## src/rtl/mem_arb_pkg.sv

```systemverilog
`default_nettype none
// ============================================================================
//  Module      : mem_arb_pkg
//  Description : Shared types and limits for the backing-memory arbiter.
//  Revision    : 1.0 - initial release
// ============================================================================
package mem_arb_pkg;

    // Largest supported fixed memory latency (cycles from enable to data).
    localparam int MAX_MEM_LATENCY = 15;

    typedef enum logic [1:0] {
        ARB_IDLE = 2'd0,
        ARB_WAIT = 2'd1,
        ARB_RESP = 2'd2
    } arb_state_t;

    typedef enum logic {
        OWNER_I = 1'b0,
        OWNER_D = 1'b1
    } owner_t;

endpackage
`default_nettype wire

```

## src/rtl/rr_arbiter2.sv

```systemverilog
`default_nettype none
// ============================================================================
//  Module      : rr_arbiter2
//  Description : Two-way round-robin arbiter. Grant is combinational from the
//                requests; the last-owner pointer advances only on accept.
//  Revision    : 1.0 - initial release
// ============================================================================
module rr_arbiter2
    import mem_arb_pkg::*;
(
    input  logic clk,
    input  logic rst,
    input  logic i_req_ifetch,
    input  logic i_req_dcache,
    input  logic i_accept,
    output logic o_gnt_ifetch,
    output logic o_gnt_dcache
);

    owner_t last_owner_q;
    owner_t last_owner_d;

    // Grant: a lone requester wins; on a tie the side that did not win last time wins.
    always_comb begin
        o_gnt_ifetch = 1'b0;
        o_gnt_dcache = 1'b0;
        if (i_req_ifetch && i_req_dcache) begin
            if (last_owner_q == OWNER_D) begin
                o_gnt_ifetch = 1'b1;
            end else begin
                o_gnt_dcache = 1'b1;
            end
        end else begin
            o_gnt_ifetch = i_req_ifetch;
            o_gnt_dcache = i_req_dcache;
        end
    end

    // Next owner pointer: follows the winner of an accepted grant.
    always_comb begin
        last_owner_d = last_owner_q;
        if (i_accept) begin
            last_owner_d = o_gnt_dcache ? OWNER_D : OWNER_I;
        end
    end

    // Owner pointer register; reset to D so the first tie goes to I.
    always_ff @(posedge clk or negedge rst) begin
        if (!rst) begin
            last_owner_q <= OWNER_D;
        end else begin
            last_owner_q <= last_owner_d;
        end
    end

endmodule
`default_nettype wire

```

## src/rtl/backing_mem_arbiter.sv

```systemverilog
`default_nettype none
// ============================================================================
//  Module      : backing_mem_arbiter
//  Description : Shares a single-ported fixed-latency backing memory between
//                the instruction-fetch (I) and data-cache (D) requesters.
//  Revision    : 1.0 - initial release
// ============================================================================
module backing_mem_arbiter
    import mem_arb_pkg::*;
#(
    parameter int ADDR_WIDTH  = 32,
    parameter int DATA_WIDTH  = 32,
    parameter int MEM_LATENCY = 2
) (
    input  logic                  clk,
    input  logic                  rst,
    input  logic                  i_req,
    input  logic [ADDR_WIDTH-1:0] i_addr,
    output logic                  i_gnt,
    output logic                  i_rvalid,
    output logic [DATA_WIDTH-1:0] i_rdata,
    input  logic                  d_req,
    input  logic                  d_we,
    input  logic [ADDR_WIDTH-1:0] d_addr,
    input  logic [DATA_WIDTH-1:0] d_wdata,
    output logic                  d_gnt,
    output logic                  d_rvalid,
    output logic [DATA_WIDTH-1:0] d_rdata,
    output logic                  mem_en,
    output logic                  mem_we,
    output logic [ADDR_WIDTH-1:0] mem_addr,
    output logic [DATA_WIDTH-1:0] mem_wdata,
    input  logic [DATA_WIDTH-1:0] mem_rdata,
    output logic                  busy
);

    // Latency outside 1..MAX_MEM_LATENCY is clamped into range.
    localparam int c_LAT = (MEM_LATENCY < 1) ? 1 :
                           (MEM_LATENCY > MAX_MEM_LATENCY) ? MAX_MEM_LATENCY : MEM_LATENCY;
    localparam int c_CNT_W = $clog2(c_LAT + 1);
    localparam logic [c_CNT_W-1:0] c_CNT_LOAD = c_CNT_W'(c_LAT - 1);
    localparam logic [c_CNT_W-1:0] c_CNT_ONE  = c_CNT_W'(1);

    arb_state_t           state_q, state_d;
    owner_t               owner_q, owner_d;
    logic                 we_q, we_d;
    logic [c_CNT_W-1:0]   cnt_q, cnt_d;

    logic w_idle;
    logic w_gnt_i;
    logic w_gnt_d;
    logic w_accept;
    logic w_resp;

    // Grants are only possible in IDLE and never while reset is held.
    assign w_idle   = (state_q == ARB_IDLE) && rst;
    assign w_accept = w_gnt_i | w_gnt_d;

    rr_arbiter2 u_rr (
        .clk          (clk),
        .rst          (rst),
        .i_req_ifetch (i_req & w_idle),
        .i_req_dcache (d_req & w_idle),
        .i_accept     (w_accept),
        .o_gnt_ifetch (w_gnt_i),
        .o_gnt_dcache (w_gnt_d)
    );

    // Next-state: latch owner/op on grant, count down the fixed latency, respond once.
    always_comb begin
        state_d = state_q;
        owner_d = owner_q;
        we_d    = we_q;
        cnt_d   = cnt_q;
        case (state_q)
            ARB_IDLE: begin
                if (w_accept) begin
                    owner_d = w_gnt_d ? OWNER_D : OWNER_I;
                    we_d    = w_gnt_d & d_we;
                    cnt_d   = c_CNT_LOAD;
                    state_d = (c_LAT > 1) ? ARB_WAIT : ARB_RESP;
                end
            end
            ARB_WAIT: begin
                cnt_d = cnt_q - c_CNT_ONE;
                if (cnt_q == c_CNT_ONE) begin
                    state_d = ARB_RESP;
                end
            end
            ARB_RESP: begin
                state_d = ARB_IDLE;
            end
            default: begin
                state_d = ARB_IDLE;
            end
        endcase
    end

    // State registers; reset abandons any access in flight.
    always_ff @(posedge clk or negedge rst) begin
        if (!rst) begin
            state_q <= ARB_IDLE;
            owner_q <= OWNER_D;
            we_q    <= 1'b0;
            cnt_q   <= '0;
        end else begin
            state_q <= state_d;
            owner_q <= owner_d;
            we_q    <= we_d;
            cnt_q   <= cnt_d;
        end
    end

    // Memory-side drive: only in the grant cycle, zero otherwise.
    always_comb begin
        i_gnt     = w_gnt_i;
        d_gnt     = w_gnt_d;
        mem_en    = w_accept;
        mem_we    = w_gnt_d & d_we;
        mem_addr  = '0;
        mem_wdata = '0;
        if (w_gnt_d) begin
            mem_addr  = d_addr;
            mem_wdata = d_wdata;
        end else if (w_gnt_i) begin
            mem_addr  = i_addr;
        end
    end

    // Response routing: read data passes straight through to the owner only.
    always_comb begin
        w_resp   = (state_q == ARB_RESP);
        i_rvalid = w_resp && (owner_q == OWNER_I);
        d_rvalid = w_resp && (owner_q == OWNER_D);
        i_rdata  = i_rvalid ? mem_rdata : '0;
        d_rdata  = (d_rvalid && !we_q) ? mem_rdata : '0;
        busy     = (state_q != ARB_IDLE);
    end

endmodule
`default_nettype wire

```

## config.mk

```make
export PLATFORM = sky130hd
export DESIGN_NAME = backing_mem_arbiter
export DESIGN_NICKNAME = d
export VERILOG_FILES = /design/src/rtl/mem_arb_pkg.sv /design/src/rtl/rr_arbiter2.sv /design/src/rtl/backing_mem_arbiter.sv
export SDC_FILE = /design/constraint.sdc
export NUM_CORES = 1
export LEC_CHECK = 0
export CORE_AREA = 4 4 102 104
export CTS_CLUSTER_DIAMETER = 40
export DETAILED_ROUTE_END_ITERATION = 10
export DIE_AREA = 0 0 106 108
export DONT_BUFFER_PORTS = 1
export HOLD_SLACK_MARGIN = 0.15
export SLEW_MARGIN = 20
export SYNTH_ARGS = -nofsm -noshare
export SYNTH_HDL_FRONTEND = slang
export SYNTH_SLANG_ARGS = --single-unit
```

## constraint.sdc

```tcl
create_clock -name clk -period 3.54 [get_ports clk]
set_input_delay 0.531 -clock clk [delete_from_list [all_inputs] [get_ports clk]]
set_output_delay 0.531 -clock clk [all_outputs]
set_load 0.1 [all_outputs]
```

==> impl_summary.txt <==
----------------------------------------------------
[Clocking]
  CTS buffer count ... 3
  Cell at the root of the clock tree ... clkbuf_8
  Skew-Pair Late Insertion Delay ... about 0.23 ns
  Number of buffers added to fix hold violations after cts ... 1
  Maximum level of the CTS H-tree ... 1
  Post-CTS setup repair buffer count ... 0
  Clock tree from TritonCTS ... done
  Clk pin slew, worst setup/hold paths ... about 0.04 ns
  Max clock buf depth ... 2
  CTS sink count ... 7
  CTS resizes ... 0

[STA]
  Final clock skew ... 0.003273 ns
  Transition at the pin with the smallest max-transition slack ... 0.7234 ns
  Worst hold slack ... around 0.47 ns
  Minimum clock period after layout ... between 2 and 3 ns
  RSZ-0062 raised after global routing ... no
  Final critical-path share of the clock period ... 78.08%
  # setup viols final ... 0
  Final hold viol count ... 0
  Setup TNS ... 0 ns
  Headroom to the max-slew limit ... around 52%
  F_max ... around 0.36 GHz
  Final number of max-transition violations ... 0

[Logic synthesis]
  Synthesized netlist cell count ... about 180
  Number of distinct library cell variants in the gate-level netlist after synthesis ... 25
  Total nets after synthesis ... about 320
  Post-synthesis instance area ... 0.001361 mm²
  Register bit count reported by yosys ... 7
  Mean cell area of the mapped netlist ... roughly 7.4 µm²
  Synth Warn # ... 0
  Part of the Yosys area used for sequential elements ... 13.05%

[Power]
  Proportion of power drawn by flip-flops and latches ... a little over 6%
  Cell internal pwr ... between 0.0006 and 0.0007 W
  Leak ... 1.420 nW
  Peak supply drop ... between 0.4 and 0.5 mV
  Part of the power in the clock network ... ~4.3%
  Share of total power consumed by net switching ... ~76%
  Net switching power ... between 0.0015 and 0.002 W
  Combinational fraction of design power ... between 80 and 90%
  Power per unit of standard cell area ... 1057 mW/mm²

[Critical path]
  Top delay family on crit path ... buffers and inverters
  Destination of the worst register-to-register timing path ... owner_q
  Required @ worst endpoint ... between 3 and 4 ns
  Startpoint-to-endpoint class of the critical path ... reg2out
  Worst reg2reg startpoint ... state_q[1]
  Critical path data arrival time ... between 2 and 2.5 ns
  Startpoint of the worst setup timing path ... state_q[1]
  WP depth ... 5
  Cell count of the worst reg-to-reg path ... 3
  Cells traversed along the worst timing path ... nor3b_2 -> and3_2 -> buf_4 -> a22o_1 -> buf_4
  Flop2flop setup slack ... 1.94 ns
  Worst setup path endpoint ... mem_addr[28]
  Delay of the slowest cell on the worst path ... ~0.45 ns
  Crit-path slowest cell ... dfrtp_1
  Critical Path End Type ... output pin
  Buf/Inv on CP ... 2
  Worst Path Max Fanout ... 16
  Worst setup SP type ... flip-flop
  Critical path's most frequent cell ... buf_4

[Die]
  Initial core utilization ... between 10% and 20%
  Chip Width ... approximately 110 µm
  I/O pin total ... 268
  Die Area ... 0.01145 mm²
  Height of the die ... 108 µm
  Cell Rows ... 36
  Area inside the core boundary ... 0.009549 mm²

[Final layout]
  Number of nets in the layout ... between 400 and 500
  Design Area, Final ... around 0.0025 mm²
  Core occupancy in the finished layout ... around a quarter
  Proportion of layout cells with a drive suffix above 1 ... slightly below 50%
  Fill cell instance count of the final layout ... 1075
  Area growth from synthesis to layout ... 83.00%
  Most frequent cells in the layout ... 134 x buf_4, 65 x and2_1, 32 x a22o_1, 32 x and3_1, 5 x dfrtp_1
  Most common cell after layout, fill and taps aside ... buf_4
  Number of standard cells in the final layout excluding fillers ... 436
  ANT cells ... 0

[Route]
  Wire length per cell after detailed routing ... 17.29 µm
  DRC viols ... 0
  Post-detailed-route count of antenna-violating nets ... 0
  Number of violations reported at the end of detailed-routing iteration 0 ... 87
  Total via count after detailed routing ... roughly 1900
  Total wire length ... between 7000 and 8000 µm
  Router iterations before antenna repair ... 4
  Routed via count divided by cell count ... ~4.3

[Global routing]
  Met1 global-route usage ... between 10% and 20%
  Number of global-route vias before repair ... 1886
  Busiest layer in global routing ... met2
  Met3 layer usage reported by global route ... 5.373%
  Total global routing track utilization ... a little under an eighth
  Maximum number of pins on one net before global-route repair ... 44
  First-pass GRT wire length ... 10490 µm
  Gr ovfl total ... 0
  Antenna violations before repair ... 0
  Met2 capacity usage during global routing ... a little under a quarter

[Placement]
  Final HPWL DP ... ~6600 µm
  Port Buffers ... 0
  Routability cong. ... roughly 0.7
  Cell Count Post-Placement ... around 430
  Dpl cell area ... between 0.002 and 0.0025 mm²

[Run status]
  Outcome ... completed

[Run]
  # Max-Cap Violations ... 0

[Min path]
  Type of the tightest min-delay check ... in2reg

----------------------------------------------------
## area by class of cell
class	count	area, µm²	area share (%)
multi-input combinational	152	1051	42.19
inverter	4	15.01	0.6027
tap	133	166.4	6.680
clock buffer	4	45.04	1.808
sequential	7	177.7	7.132
timing repair buffer	136	1036	41.59
## metrics by stage
step / worst slack [ns] / total power (W)
CTS: 0.7733 / 0.002654
detailed placement: 0.9701 / 0.002536
global placement: 1.027 / 0.002499
floorplan: 0.3690 / 0.002140
global route: 0.6473 / 0.002729
finish: 0.7758 / 0.002634
## how the worst min path moves through the flow
stage                     startpoint  endpoint  slack (ns)  cells after the start
after CTS                       d_we      we_q        0.47                      1
after floorplan                  rst  cnt_q[0]        0.24                      0
final                           d_we      we_q        0.47                      1
after detailed placement         rst  cnt_q[1]        0.24                      0
after global placement           rst  cnt_q[1]        0.24                      0
after global routing            d_we      we_q        0.47                      1
## sequential cells by signal (all words and copies together), names as in the netlist
| register | count |
|---|---|
| cnt_q | 2 |
| state_q | 2 |
| owner_q | 1 |
| u_rr.last_owner_q | 1 |
| we_q | 1 |
## cells in the mapped netlist (all sizes together)
master | n | area (µm²)
o21a | 2 | 15.01
ha | 1 | 12.51
inv | 4 | 15.01
a21oi | 2 | 10.01
a22o | 32 | 280.3
nand3b | 2 | 15.01
mux2 | 1 | 11.26
or2 | 1 | 6.260
clkbuf | 10 | 38.78
buf | 11 | 83.83
dfrtp | 5 | 125.1
nor2 | 2 | 7.510
nor3b | 2 | 20.02
and2 | 65 | 406.6
dfstp | 2 | 52.55
nand2b | 1 | 6.260
o21bai | 1 | 7.510
o21ai | 2 | 10.01
and3 | 36 | 225.2
nand2 | 1 | 3.750
o2bb2ai | 1 | 8.760
## routing by layer
layer / routed length, µm / up-vias
li1: - / 879
met1: 2380 / 838
met2: 4072 / 154
met3: 1049 / 5
met4: 35 / 0
met5: 0 / -
## power groups by stage
stage | logic, W | clock network [W] | registers [W]
after floorplan | 0.00199 | 0 | 0.000151
after global routing | 0.00244 | 0.000118 | 0.000170
after detailed placement | 0.00237 | 0 | 0.000162
after global placement | 0.00234 | 0 | 0.000155
after CTS | 0.00238 | 0.000115 | 0.000161
final | 0.00236 | 0.000112 | 0.000161
## logic make-up after synthesis
logic type	after synthesis	share of synthesized area [%]
and+or+nand+nor	110	50.74
AOI/OAI and AO/OA	40	24.36
buffers and inverters	25	10.11
DFF	7	13.05
muxes	1	0.8271
adders and majority gates	1	0.9190
(Power assumes the default switching activity.)
